===== config.mk =====
export PLATFORM = sky130hd
export DESIGN_NAME = rom_load_sequencer
export DESIGN_NICKNAME = d
export VERILOG_FILES = /design/src/rtl/rom_load_sequencer.sv
export SDC_FILE = /design/constraint.sdc
export NUM_CORES = 1
export LEC_CHECK = 0
export CAP_MARGIN = 20
export CORE_UTILIZATION = 43
export DETAILED_ROUTE_END_ITERATION = 6
export GPL_ROUTABILITY_DRIVEN = 0
export GPL_TIMING_DRIVEN = 1
export PLACE_DENSITY_LB_ADDON = 0.12
export SYNTH_ARGS = -nofsm -noshare
export SYNTH_HDL_FRONTEND = slang
export SYNTH_SLANG_ARGS = --single-unit

===== constraint.sdc =====
create_clock -name clk_sys -period 2.8 [get_ports clk_sys]
set_clock_uncertainty 0.1 [all_clocks]
set_input_delay 0.56 -clock clk_sys [delete_from_list [all_inputs] [get_ports clk_sys]]
set_output_delay 0.56 -clock clk_sys [all_outputs]
set_load 0.02 [all_outputs]

===== src/rtl/rom_load_sequencer.sv =====
// rom_load_sequencer: splits the HPS ioctl ROM byte stream into four core ROM
// regions and owns the core reset until a complete, valid image has loaded.
// Latency: dn_* outputs are registered, one cycle after the ioctl_wr sample;
// no backpressure, one byte strobe per cycle is always accepted.
// Optional feature macro: ROM_LOADER_CHECKSUM_EN adds an 8-bit additive checksum
// check against EXP_SUM; without it err_sum is tied low.
// Ports:
//   clk_sys, reset         - single clock, synchronous active-high reset
//   ioctl_download/wr/addr/dout - HPS download stream
//   user_reset             - menu/button reset request, honoured in HOLD/RUN
//   dn_wr/region/addr/data - registered one-hot region write port to the core
//   core_reset             - registered reset to the core
//   rom_ok/err_len/err_sum - status of the last load
module rom_load_sequencer #(
  parameter int unsigned ADDR_W      = 17,
  parameter logic [24:0] R1_BASE     = 25'h06000,
  parameter logic [24:0] R2_BASE     = 25'h08000,
  parameter logic [24:0] R3_BASE     = 25'h0A000,
  parameter logic [24:0] TOTAL_LEN   = 25'h0A040,
  parameter int unsigned HOLD_CYCLES = 16,
  parameter logic [7:0]  EXP_SUM     = 8'h00
) (
  input  logic              clk_sys,
  input  logic              reset,
  input  logic              ioctl_download,
  input  logic              ioctl_wr,
  input  logic [24:0]       ioctl_addr,
  input  logic [7:0]        ioctl_dout,
  input  logic              user_reset,
  output logic              dn_wr,
  output logic [3:0]        dn_region,
  output logic [ADDR_W-1:0] dn_addr,
  output logic [7:0]        dn_data,
  output logic              core_reset,
  output logic              rom_ok,
  output logic              err_len,
  output logic              err_sum
);

  // Hold timer counts 0 .. HOLD_CYCLES-1; expiry on the last count.
  localparam int unsigned   TW     = (HOLD_CYCLES > 2) ? $clog2(HOLD_CYCLES) : 1;
  localparam logic [TW-1:0] T_LAST = TW'(HOLD_CYCLES - 1);

  typedef enum logic [1:0] {
    S_IDLE = 2'd0,
    S_LOAD = 2'd1,
    S_HOLD = 2'd2,
    S_RUN  = 2'd3
  } state_t;

  state_t            state_q, state_d;
  logic              dl_q, dl_d;
  logic [ADDR_W-1:0] cnt_q, cnt_d;
  logic [TW-1:0]     timer_q, timer_d;
  logic              chk_q, chk_d;
  logic              core_reset_q, core_reset_d;
  logic              dn_wr_q, dn_wr_d;
  logic [3:0]        dn_region_q, dn_region_d;
  logic [ADDR_W-1:0] dn_addr_q, dn_addr_d;
  logic [7:0]        dn_data_q, dn_data_d;
  logic              rom_ok_q, rom_ok_d;
  logic              err_len_q, err_len_d;
  logic              err_sum_d;
  logic              dl_rise, dl_fall;
  logic              go_load;
  logic              load_err;
  logic [24:0]       base;
  logic [3:0]        region;

`ifdef ROM_LOADER_CHECKSUM_EN
  logic [7:0] sum_q, sum_d;
  logic       err_sum_q;
`else
  // Only referenced so the parameter is not reported as dangling.
  logic unused_exp_sum;
  assign unused_exp_sum = ^EXP_SUM;
`endif

  assign dl_rise = ioctl_download & ~dl_q;
  assign dl_fall = ~ioctl_download & dl_q;

  // Region decode on the incoming address.
  always_comb begin
    base   = 25'd0;
    region = 4'b0001;
    if (ioctl_addr < R1_BASE) begin
      base   = 25'd0;
      region = 4'b0001;
    end else if (ioctl_addr < R2_BASE) begin
      base   = R1_BASE;
      region = 4'b0010;
    end else if (ioctl_addr < R3_BASE) begin
      base   = R2_BASE;
      region = 4'b0100;
    end else begin
      base   = R3_BASE;
      region = 4'b1000;
    end
  end

  always_comb begin
    state_d      = state_q;
    dl_d         = ioctl_download;
    cnt_d        = cnt_q;
    timer_d      = timer_q;
    chk_d        = 1'b0;
    dn_wr_d      = 1'b0;
    dn_region_d  = 4'b0000;
    dn_addr_d    = dn_addr_q;
    dn_data_d    = dn_data_q;
    rom_ok_d     = rom_ok_q;
    err_len_d    = err_len_q;
    go_load      = 1'b0;
    load_err     = 1'b0;
`ifdef ROM_LOADER_CHECKSUM_EN
    sum_d        = sum_q;
    err_sum_d    = err_sum_q;
`else
    err_sum_d    = 1'b0;
`endif
    // Registered from the current state so the core sees the change one
    // cycle after the state register moves.
    core_reset_d = (state_q != S_RUN);

    case (state_q)
      S_IDLE: begin
        if (dl_rise) go_load = 1'b1;
      end

      S_LOAD: begin
        // A write coinciding with the download fall still lands before HOLD.
        if (ioctl_wr) begin
          if (ioctl_addr < TOTAL_LEN) begin
            dn_wr_d     = 1'b1;
            dn_region_d = region;
            dn_addr_d   = ADDR_W'(ioctl_addr - base);
            dn_data_d   = ioctl_dout;
            if (cnt_q != {ADDR_W{1'b1}}) cnt_d = cnt_q + ADDR_W'(1);
`ifdef ROM_LOADER_CHECKSUM_EN
            sum_d = sum_q + ioctl_dout;
`endif
          end else begin
            err_len_d = 1'b1;
          end
        end
        if (dl_fall) begin
          state_d = S_HOLD;
          timer_d = '0;
          chk_d   = 1'b1;
        end
      end

      S_HOLD: begin
        // Image checks only on the first cycle after a load, not after a
        // user reset.
        if (chk_q) begin
          if (25'(cnt_q) != TOTAL_LEN) err_len_d = 1'b1;
`ifdef ROM_LOADER_CHECKSUM_EN
          if (sum_q != EXP_SUM) err_sum_d = 1'b1;
`endif
        end
        load_err = err_len_d | err_sum_d;
        if (user_reset) begin
          timer_d = '0;
        end else if (timer_q == T_LAST) begin
          if (load_err) begin
            state_d  = S_IDLE;
            rom_ok_d = 1'b0;
          end else begin
            state_d  = S_RUN;
            rom_ok_d = 1'b1;
          end
        end else begin
          timer_d = timer_q + TW'(1);
        end
      end

      S_RUN: begin
        if (dl_rise) begin
          go_load = 1'b1;
        end else if (user_reset) begin
          state_d = S_HOLD;
          timer_d = '0;
        end
      end

      default: state_d = S_IDLE;
    endcase

    if (go_load) begin
      state_d   = S_LOAD;
      cnt_d     = '0;
      err_len_d = 1'b0;
      rom_ok_d  = 1'b0;
`ifdef ROM_LOADER_CHECKSUM_EN
      sum_d     = 8'h00;
      err_sum_d = 1'b0;
`endif
    end
  end

  always_ff @(posedge clk_sys) begin
    if (reset) begin
      state_q      <= S_IDLE;
      dl_q         <= 1'b0;
      cnt_q        <= '0;
      timer_q      <= '0;
      chk_q        <= 1'b0;
      core_reset_q <= 1'b1;
      dn_wr_q      <= 1'b0;
      dn_region_q  <= 4'b0000;
      dn_addr_q    <= '0;
      dn_data_q    <= 8'h00;
      rom_ok_q     <= 1'b0;
      err_len_q    <= 1'b0;
    end else begin
      state_q      <= state_d;
      dl_q         <= dl_d;
      cnt_q        <= cnt_d;
      timer_q      <= timer_d;
      chk_q        <= chk_d;
      core_reset_q <= core_reset_d;
      dn_wr_q      <= dn_wr_d;
      dn_region_q  <= dn_region_d;
      dn_addr_q    <= dn_addr_d;
      dn_data_q    <= dn_data_d;
      rom_ok_q     <= rom_ok_d;
      err_len_q    <= err_len_d;
    end
  end

`ifdef ROM_LOADER_CHECKSUM_EN
  always_ff @(posedge clk_sys) begin
    if (reset) begin
      sum_q     <= 8'h00;
      err_sum_q <= 1'b0;
    end else begin
      sum_q     <= sum_d;
      err_sum_q <= err_sum_d;
    end
  end
  assign err_sum = err_sum_q;
`else
  assign err_sum = 1'b0;
`endif

  assign dn_wr      = dn_wr_q;
  assign dn_region  = dn_region_q;
  assign dn_addr    = dn_addr_q;
  assign dn_data    = dn_data_q;
  assign core_reset = core_reset_q;
  assign rom_ok     = rom_ok_q;
  assign err_len    = err_len_q;

endmodule

; Yosys cells after proc, flatten, opt, wreduce, memory -nomap -nowiden
; Index checks and enable logic that the tools add are counted.
; Widths: inputs -> output; s select.
[word_totals]
latchBits = 0
regBits = 58
mem_bits_ro = 0
output_inout_bits = 34
mem_count = 0
input_bits = 38
ramBits = 0
[classes]
magnitude_cmp = 4
div = 0
add_sub_neg = 3
multipliers = 0
n_mux = 31
reduce_logical = 18
n_shift = 0
n_eq_ne = 20
bitwise = 8
[op_table]
columns = cell, n
row1 = $lt 25x16->1 const B, 3
row2 = $lt 25x15->1 const B, 1
row3 = $mux 4, 6
row4 = $ne 3x3->1 const B, 6
row5 = $add 17x1->17 const B, 1
row6 = $mux 17, 1
row7 = $ne 17x16->1 const B, 1
row8 = $ne 17x17->1 const B, 1
row9 = $sub 17x17->17, 1
row10 = $mux 16, 1
row11 = $ne 2x2->1 const B, 8
row12 = $mux 14, 1
row13 = $mux 2, 7
row14 = $mux 1, 12
row15 = $pmux 4 s3, 1
row16 = $reduce_and 6->1, 2
row17 = $reduce_and 3->1, 3
row18 = $not 1->1, 6
row19 = $pmux 2 s3, 1
row20 = $reduce_or 2->1, 3
row21 = $reduce_or 6->1, 1
row22 = $reduce_and 5->1, 1
row23 = $reduce_or 5->1, 1
row24 = $add 4x1->4 const B, 1
row25 = other kinds (12), 14

; Logic depth before layout (Yosys ltp)
; Gate-level depths: netlist of the first run.
[logic_depth]
word_depth = 9
mapped_depth = 10
depth_no_buf = 10

; Least setup slack after synthesis of the first run
; OpenSTA, ideal clock, no wires.
[synth_path]
path_kind = input to register
start = input ioctl_addr[21]
end = register dn_addr_q[16], in the netlist dn_addr[16]
cell_stages = 9
path_slack_ns = -0.142
t_arrival_ns = 2.756
required_time_ns = 2.614
cell_sequence = or4_4 -> or3_2 -> nor2_1 -> nand3_1 -> ha_1 -> a21o_1 -> a21oi_1 -> xnor2_1 -> a211oi_1
[synth_between]
elab_chain_len = 5
word_cells_on_any_way = 9
classes_between = 1 x add/sub / 4 x order compare / 3 x mux / 1 x reduce/logical
[synth_lines]
columns = item, line_no
row1 = from (decl), 27  ; input logic [24:0] ioctl_addr,
row2 = $lt 25x16->1, 92  ; end else if (ioctl_addr < R3_BASE) begin
row3 = $mux 14, 92
row4 = $mux 16, 89  ; end else if (ioctl_addr < R2_BASE) begin
row5 = $mux 17, 86  ; if (ioctl_addr < R1_BASE) begin
row6 = $sub 17x17->17, 136  ; dn_addr_d = ADDR_W'(ioctl_addr - base);
row7 = to (signal assigned), 225  ; dn_addr_q <= dn_addr_d;
row8 = to (decl), 59  ; logic [ADDR_W-1:0] dn_addr_q, dn_addr_d;
; Several ways; a longest one is shown, not always the timed one.
; A chain may end at the register's enable or synchronous reset.

; Worst setup path after layout of the first run
[layout_path]
start = input ioctl_addr[23]
end = register dn_addr_q[16], in the netlist dn_addr[16]
; Same word-level chain as after synthesis.

==> results.json, run 1 <==
{
  "clock_latency_ps": 330,
  "synth_top_area_cell": "dfxtp_1",
  "cp_top_family": "simple AND/OR/NAND/NOR gates",
  "synth.top_cell.area_share": 0.433,
  "synth_seq_cells": 58,
  "yosysMostFrequentCell": "nand2_1",
  "totalWireLength_microns": 6480,
  "crit_buf_inv": 1,
  "diodes": 0,
  "synth-async-reset-ratio": 0,
  "endpoint_kind": "flip-flop",
  "yosysUniqueCellTypes": 47,
  "fp.dieH_microns": 81,
  "synth.avg_cell_area_sq_um": 8.26,
  "post-route-util": 0.655,
  "syn_inst": 325,
  "critPathMaxStageDelay_ps": 400,
  "finalCritPeriodShare": 0.944,
  "p_total_uw": 1970,
  "arrival_ps": 2780,
  "peakVddDrop_v": 0.000319,
  "overflow": 0,
  "antenna_found_initial": 0,
  "min_path_type": "reg2reg",
  "start_util": 0.451,
  "cts_tree": "done",
  "p_leak_uw": 0.00138,
  "finalHoldViolCount": 0,
  "cp_max_fo": 2,
  "outcome": "finished, final reports clean",
  "cap_viol_max_count": 0,
  "synth_seq_area_share": 0.433,
  "drive_gt1_frac": 0.135,
  "drtPass1Iterations": 4,
  "cts-root-buf": "clkbuf_8",
  "rsz0062_at_grt": "no",
  "ant_nets": 0,
  "setup_tns_ps": 0,
  "wl_per_cell_microns": 13.0,
  "grt_pass1_wl_microns": 10700,
  "first_iter_violations": 72,
  "ys_top_cells_by_count": "nand2_1 (63), dfxtp_1 (58), a21oi_1 (45)",
  "vias": 2610,
  "critical_path_class": "in2reg",
  "cts_hold_buf": 0,
  "worst_slack_ps": 157,
  "design_area_sq_um": 3900,
  "finalMaxSlewViolations": 0,
  "pre_cts_slack_ps": -374,
  "setup_viol_count_final": 0,
  "htreeDepth": 3,
  "synthTopCellsByArea": "dfxtp_1 (43%), nand2_1 (8.8%), a21oi_1 (8.4%), ha_1 (4.7%), or4_1 (2.5%)",
  "die_x_microns": 81,
  "numCtsBuffers": 9,
  "grt_start_max_net_pins": 38,
  "die-area_sq_um": 6560,
  "synth_warnings": 0,
  "viasPerCell": 5.25,
  "synth_nets": 374,
  "crit_slowest_cell": "or3_1",
  "synth-main-ff-cell": "dfxtp_1",
  "fin_crit_ps": 2640,
  "grt_pass1_vias": 2465,
  "drc": 0,
  "synthesis.area_sq_um": 2680,
  "core-area_sq_um": 5960,
  "nNetsFinal": 466,
  "portBuffers": 70,
  "io_pins": 72,
  "fmax_mhz": 378,
  "pwr_density_cell_nw_per_um2": 505,
  "hpwlAfterDp_microns": 4550,
  "crit_path_start_kind": "input pin",
  "synthToLayoutAreaGrowth_pct": 45.4,
  "clkSinkCount": 58,
  "cts.path.max_buffers": 2,
  "cp.required_ps": 2940,
  "crit_chain": "clkdlybuf4s50_1 -> or3_1 -> or3_4 -> nor2_4 -> nand3_2 -> ha_4 -> a21o_1 -> a21oi_2 -> xnor2_1 -> a211oi_2",
  "path_clk_slew_ps": 60,
  "placed_cell_area_sq_um": 3620,
  "fp-row-count": 28,
  "synth_edf_count": 0,
  "grt_use_total": 0.211
}
## through the flow
step,hold slack (ps),std cells
finish,354,497
detailed placement,343,480
global route,374,497
global placement,338,480
floorplan,342,325
CTS,357,496
## power breakdown
part           switching [uW]  internal (uW)  leakage (uW)  total (uW)
Sequential               12.0            837      0.000468         849
Combinational             122            122      0.000793         244
Clock                     328            550      0.000117         878
## placed cells by master (no fill, tap or decap), types with 3 or more instances in the layout
| cell | n |
|---|---|
| clkbuf_8 | 11 |
| o21ai_0 | 9 |
| inv_1 | 15 |
| nand4_1 | 3 |
| clkdlybuf4s50_1 | 66 |
| o31ai_1 | 8 |
| and3_1 | 3 |
| nor3_1 | 7 |
| nand3_1 | 12 |
| xnor2_1 | 3 |
| buf_4 | 26 |
| dfxtp_1 | 58 |
| o21a_1 | 3 |
| dlymetal6s2s_1 | 4 |
| nand2b_1 | 3 |
| a21o_1 | 3 |
| a21oi_1 | 44 |
| or4_1 | 9 |
| ha_1 | 9 |
| nand2_1 | 63 |
| nor2_1 | 9 |
| or3_1 | 6 |
| nor2b_1 | 5 |
## worst min-delay path: cells and delay by family, from the launching register on
family / cells / cell delay (ps)
DFF: 1 / 310
and+or+nand+nor: 1 / 50
AOI/OAI and AO/OA: 1 / 50
## worst paths after layout
check                                 from                  endpoint  slack [ps]  depth (start not counted)
hold reg to reg   dn_addr[12]$_SDFFE_PP0P_  dn_addr[12]$_SDFFE_PP0P_         350                          2
hold / removal    dn_addr[12]$_SDFFE_PP0P_  dn_addr[12]$_SDFFE_PP0P_         350                          2
setup reg to reg     cnt_q[8]$_SDFFE_PP0P_    cnt_q[13]$_SDFFE_PP0P_         280                         10
setup / recovery            ioctl_addr[23]  dn_addr[16]$_SDFFE_PP0P_         160                         10
## state kept, by name (all words and copies together), names as in the netlist
register / count
dl_q: 1
dn_region: 4
rom_ok: 1
cnt_q: 17
state_q: 2
dn_data: 8
timer_q: 4
core_reset: 1
dn_wr: 1
chk_q: 1
err_len: 1
dn_addr: 17
## layout make-up
cell class | instances | area (sq um)
Timing Repair Buffer | 96 | 906
Sequential cell | 58 | 1160
Clock buffer | 12 | 155
Inverter | 15 | 56.3
Tap cell | 75 | 93.8
Clock inverter | 4 | 73.8
Fill cell | 507 | 2050
Multi-Input combinational cell | 237 | 1460
## cell families after synthesis
logic type	synth area share
compound gates	0.186
flops	0.433
mux	0.00746
buf+inv	0.0480
simple gates	0.260
xor+xnor	0.00979
fa+ha+maj	0.0541
other cells	0.00140
## what timing repair did
item                       CTS  global route
resized for setup            2             9
setup endpoints to repair    2            10
pin swaps                    2             9
setup buffers                0             1
## layer usage
layer	global-route usage	part of all wire
met2	0.338	0.46
met4	0.0911	0.018
met3	0.0629	0.058
met5	0	0
met1	0.261	0.46
(Power assumes the default switching activity.)
==> run 2: changes to the inputs <==
--- a/config.mk
+++ b/config.mk
@@ -11,6 +11,7 @@
 export GPL_ROUTABILITY_DRIVEN = 0
 export GPL_TIMING_DRIVEN = 1
 export PLACE_DENSITY_LB_ADDON = 0.12
+export SKIP_CTS_REPAIR_TIMING = 1
 export SYNTH_ARGS = -nofsm -noshare
 export SYNTH_HDL_FRONTEND = slang
 export SYNTH_SLANG_ARGS = --single-unit
==> run 2 against run 1 <==
Against the previous run:
- power is 0.29% higher
- via count rose by 0.15%
- clock-buffer cell count is the same
- worst hold slack about the same
- sequential cell count did not move
- worst setup slack got worse by 64 ps
- cell area rose by 0.55%
- sequential share of layout area shrank 0.16 points
==> results.json, run 2 (synthesis gave the netlist of run 1 again) <==
{
  "fmax_mhz": 369,
  "viasPerCell": 5.26,
  "hpwlAfterDp_microns": 4550,
  "crit_slowest_cell": "or4_4",
  "setup_viol_count_final": 0,
  "cts.path.max_buffers": 2,
  "antenna_found_initial": 0,
  "totalWireLength_microns": 6560,
  "finalHoldViolCount": 0,
  "multiInputGateArea_sq_um": 1480,
  "core-area_sq_um": 5960,
  "pwr-share-clk": 0.446,
  "ant_nets": 0,
  "path_clk_slew_ps": 70,
  "crit_path_start_kind": "input pin",
  "grt_pass1_vias": 2443,
  "overflow": 0,
  "wl_per_cell_microns": 13.2,
  "nNetsFinal": 466,
  "worst_slack_ps": 93.1,
  "min_path_type": "reg2reg",
  "grt_pass1_wl_microns": 10700,
  "clock_latency_ps": 330,
  "outcome": "finished, final reports clean",
  "grt_start_max_net_pins": 38,
  "final_common_cell": "clkdlybuf4s50_1",
  "switching_power_uw": 466,
  "rsz0062_at_grt": "no",
  "synthToLayoutAreaGrowth_pct": 46.2,
  "drtPass1Iterations": 4,
  "cp.required_ps": 2890,
  "p_leak_uw": 0.00138,
  "portBuffers": 70,
  "pre_cts_slack_ps": -374,
  "finalNonFillerCells": 497,
  "arrival_ps": 2800,
  "layout.area.seq_sq_um": 1160,
  "num-fill-cells": 506,
  "htreeDepth": 3,
  "endpoint_kind": "flip-flop",
  "peakVddDrop_v": 0.000319,
  "p_sw_frac": 0.236,
  "grt_use_total": 0.210,
  "intPower_uw": 1510,
  "cp_top_family": "simple AND/OR/NAND/NOR gates",
  "final_cell_mix": "clkdlybuf4s50_1 (67), nand2_1 (63), dfxtp_1 (58)",
  "critical_path_class": "in2reg",
  "finalMaxSlewViolations": 0,
  "finalCritPeriodShare": 0.967,
  "crit_chain": "clkdlybuf4s50_1 -> or4_4 -> or3_4 -> nor2_4 -> nand3_4 -> ha_4 -> a21o_1 -> a21oi_2 -> xnor2_1 -> a211oi_2",
  "start_util": 0.451,
  "cts-root-buf": "clkbuf_8",
  "first_iter_violations": 108,
  "cts_tree": "done",
  "vias": 2614,
  "diodes": 0,
  "drive_gt1_frac": 0.140,
  "io_pins": 72,
  "placed_cells_incl_taps": 480,
  "critPathMaxStageDelay_ps": 420,
  "cp_max_fo": 2,
  "drc": 0,
  "fp-row-count": 28,
  "combPwrFrac": 0.125,
  "pwr_density_cell_nw_per_um2": 504,
  "fp.dieH_microns": 81,
  "die-area_sq_um": 6560,
  "p_seq_frac": 0.429,
  "die_x_microns": 81,
  "numCtsBuffers": 9,
  "clkSinkCount": 58,
  "cap_viol_max_count": 0,
  "fin_crit_ps": 2710,
  "crit_buf_inv": 1
}
run 2: final timing paths:
| check | start | end | slack [ps] | cells after the start |
|---|---|---|---|---|
| worst max-delay path | ioctl_addr[21] | dn_addr[16]$_SDFFE_PP0P_ | 90 | 10 |
| worst max register to register | cnt_q[7]$_SDFFE_PP0P_ | cnt_q[13]$_SDFFE_PP0P_ | 280 | 10 |
| worst min register to register | dn_addr[12]$_SDFFE_PP0P_ | dn_addr[12]$_SDFFE_PP0P_ | 350 | 2 |
| worst min-delay path | dn_addr[12]$_SDFFE_PP0P_ | dn_addr[12]$_SDFFE_PP0P_ | 350 | 2 |
run 2: worst reg2reg max path, cell delays in order, from the launching register on:
cell	delay (ps)
dfxtp_1	360
and4_1	210
and3_1	210
nand3_1	160
nor3_1	100
ha_1	200
nand4b_1	240
nor2_2	180
inv_1	90
or4_1	460
a21oi_1	140
run 2: metal layers:
layer,routed length (microns),part of all wire,global-route usage
met1,3040,0.46,0.261
met2,3090,0.47,0.334
met3,358,0.055,0.0629
met4,76,0.012,0.0911
met5,0,0,0
run 2: layout make-up:
class                   instances  area share
well taps                      75      0.0239
repair buffers                 96       0.231
multi-input cells             237       0.376
flip-flops and latches         58       0.296
clock buffers                  12      0.0395
inverters                      15      0.0143
clock inverters                 4      0.0188
run 2: stage by stage:
| stage | instance area, sq um | hold slack, ps | utilization | setup TNS (ps) | power [uW] |
|---|---|---|---|---|---|
| 2_1_floorplan | 2700 | 342 | - | 0 | 992 |
| 3_3_place_gp | 3620 | 338 | 0.607 | -7010 | 1100 |
| 3_5_place_dp | 3620 | 343 | 0.607 | -8470 | 1110 |
| 4_1_cts | 3840 | 357 | 0.646 | -59.9 | 1990 |
| 5_1_grt | 3920 | 374 | 0.659 | 0 | 2060 |
| 6_report | 3920 | 354 | 0.659 | 0 | 1980 |
run 2: power groups by stage:
stage	Clock [uW]	Sequential (uW)	Combinational [uW]
finish	881	849	247
global route	938	849	272
CTS	896	849	242
detailed placement	0	868	241
global placement	0	867	238
floorplan	0	868	124
==> run 3: changes to the inputs <==
--- a/config.mk
+++ b/config.mk
@@ -6,7 +6,7 @@
 export NUM_CORES = 1
 export LEC_CHECK = 0
 export CAP_MARGIN = 20
-export CORE_UTILIZATION = 43
+export CORE_UTILIZATION = 45
 export DETAILED_ROUTE_END_ITERATION = 6
 export GPL_ROUTABILITY_DRIVEN = 0
 export GPL_TIMING_DRIVEN = 1
==> constraint.sdc (replaced) <==
create_clock -name clk_sys -period 3 [get_ports clk_sys]
set_clock_uncertainty 0.1 [all_clocks]
set_input_delay 0.6 -clock clk_sys [delete_from_list [all_inputs] [get_ports clk_sys]]
set_output_delay 0.6 -clock clk_sys [all_outputs]
set_load 0.02 [all_outputs]
==> run 3 against run 2 <==
Against the previous run:
- cell area down 3.2%
- clock power down 19%
- non-clock buffer count down 5
- die area down 4.3%
- core utilization up 1.5 points
- critical path type unchanged
- largest cell class unchanged
==> results.json, run 3 (synthesis gave the netlist of run 1 again) <==
{
  "outcome": "finished, final reports clean",
  "htreeDepth": 3,
  "placed_cells_incl_taps": 473,
  "pwr-share-clk": 0.413,
  "drive_gt1_frac": 0.113,
  "setup_viol_count_final": 0,
  "intPower_uw": 1310,
  "worst_slack_ps": 122,
  "finalMaxSlewViolations": 0,
  "endpoint_kind": "flip-flop",
  "crit_start": "ioctl_addr[21]",
  "die_x_microns": 79.2,
  "grt_pass1_vias": 2449,
  "fin_crit_ps": 2880,
  "fp.dieH_microns": 79.2,
  "cts.path.max_buffers": 2,
  "start_util": 0.476,
  "holdCritStartpoint": "dn_addr[7]$_SDFFE_PP0P_",
  "fp-row-count": 27,
  "pwr_density_cell_nw_per_um2": 454,
  "diodes": 0,
  "switching_power_uw": 421,
  "finalNonFillerCells": 489,
  "overflow": 0,
  "fmax_mhz": 347,
  "nNetsFinal": 461,
  "grt_start_max_net_pins": 38,
  "post-route-util": 0.674,
  "synthToLayoutAreaGrowth_pct": 41.6,
  "grt_pass1_wl_microns": 10800,
  "core-area_sq_um": 5640,
  "p_total_uw": 1730,
  "hpwlAfterDp_microns": 4500,
  "peakVddDrop_v": 0.000314,
  "final_cell_mix": "clkdlybuf4s50_1 (70), nand2_1 (63), dfxtp_1 (58)",
  "antenna_found_initial": 0,
  "final_common_cell": "clkdlybuf4s50_1",
  "grt_use_total": 0.220,
  "combPwrFrac": 0.128,
  "drtPass1Iterations": 4,
  "die-area_sq_um": 6280,
  "path_clk_slew_ps": 60,
  "ant_nets": 0,
  "totalWireLength_microns": 6400,
  "pre_cts_slack_ps": -406,
  "cts-root-buf": "clkbuf_8",
  "vias": 2559,
  "min_path_type": "reg2reg",
  "whs_ps": 351,
  "rsz0062_at_grt": "no",
  "p_sw_frac": 0.244,
  "numCtsBuffers": 9,
  "io_pins": 72,
  "cp.required_ps": 3160,
  "crit_path_start_kind": "input pin",
  "first_iter_violations": 134,
  "p_seq_frac": 0.459,
  "p_leak_uw": 0.00131,
  "finalCritPeriodShare": 0.959,
  "arrival_ps": 3030,
  "cp_max_fo": 2,
  "portBuffers": 70,
  "finalHoldViolCount": 0,
  "wl_per_cell_microns": 13.1,
  "clock_latency_ps": 340,
  "cap_viol_max_count": 0,
  "cts_tree": "done",
  "drc": 0,
  "rr_startpoint": "cnt_q[8]$_SDFFE_PP0P_",
  "clkSinkCount": 58,
  "viasPerCell": 5.23,
  "critical_path_class": "in2reg"
}
run 3: critical path, cell delays in order:
cell             delay (ps)
clkdlybuf4s50_1         390
or4_4                   530
or3_4                   400
nor2_4                  120
nand3_2                  90
buf_4                   160
fa_1                    400
xnor2_1                 130
a211oi_1                210
run 3: path summary, 6_finish.rpt:
kind,cells past startpoint,slack [ps],endpoint
setup / recovery,9,120,dn_addr[15]$_SDFFE_PP0P_
hold / removal,2,350,dn_addr[7]$_SDFFE_PP0P_
setup reg to reg,10,450,cnt_q[13]$_SDFFE_PP0P_
hold reg to reg,2,350,dn_addr[7]$_SDFFE_PP0P_
run 3: layout make-up:
type,count,area [sq um]
Inverter,15,56.3
Fill cell,471,1840
Clock inverter,1,5.00
Multi-Input combinational cell,237,1420
Clock buffer,15,196
Tap cell,72,90.1
Sequential cell,58,1160
Timing Repair Buffer,91,871
run 3: routing by layer:
metal	wire, microns	track usage
met3	335	0.0759
met4	93	0.0891
met2	3080	0.365
met5	0	0
met1	2890	0.259
run 3: power groups by stage:
stage / registers, uW / logic (uW) / clock network [uW]
after global placement: 809 / 216 / 0
after global routing: 793 / 245 / 771
after CTS: 792 / 220 / 729
after detailed placement: 809 / 219 / 0
after floorplan: 810 / 115 / 0
final: 793 / 221 / 712
run 3: through the flow:
step                      setup TNS [ps]  instance area [sq um]
after floorplan                        0                   2680
after global placement             -1370                   3580
after detailed placement           -1830                   3580
after CTS                          -73.6                   3780
after global routing                   0                   3800
final                                  0                   3800
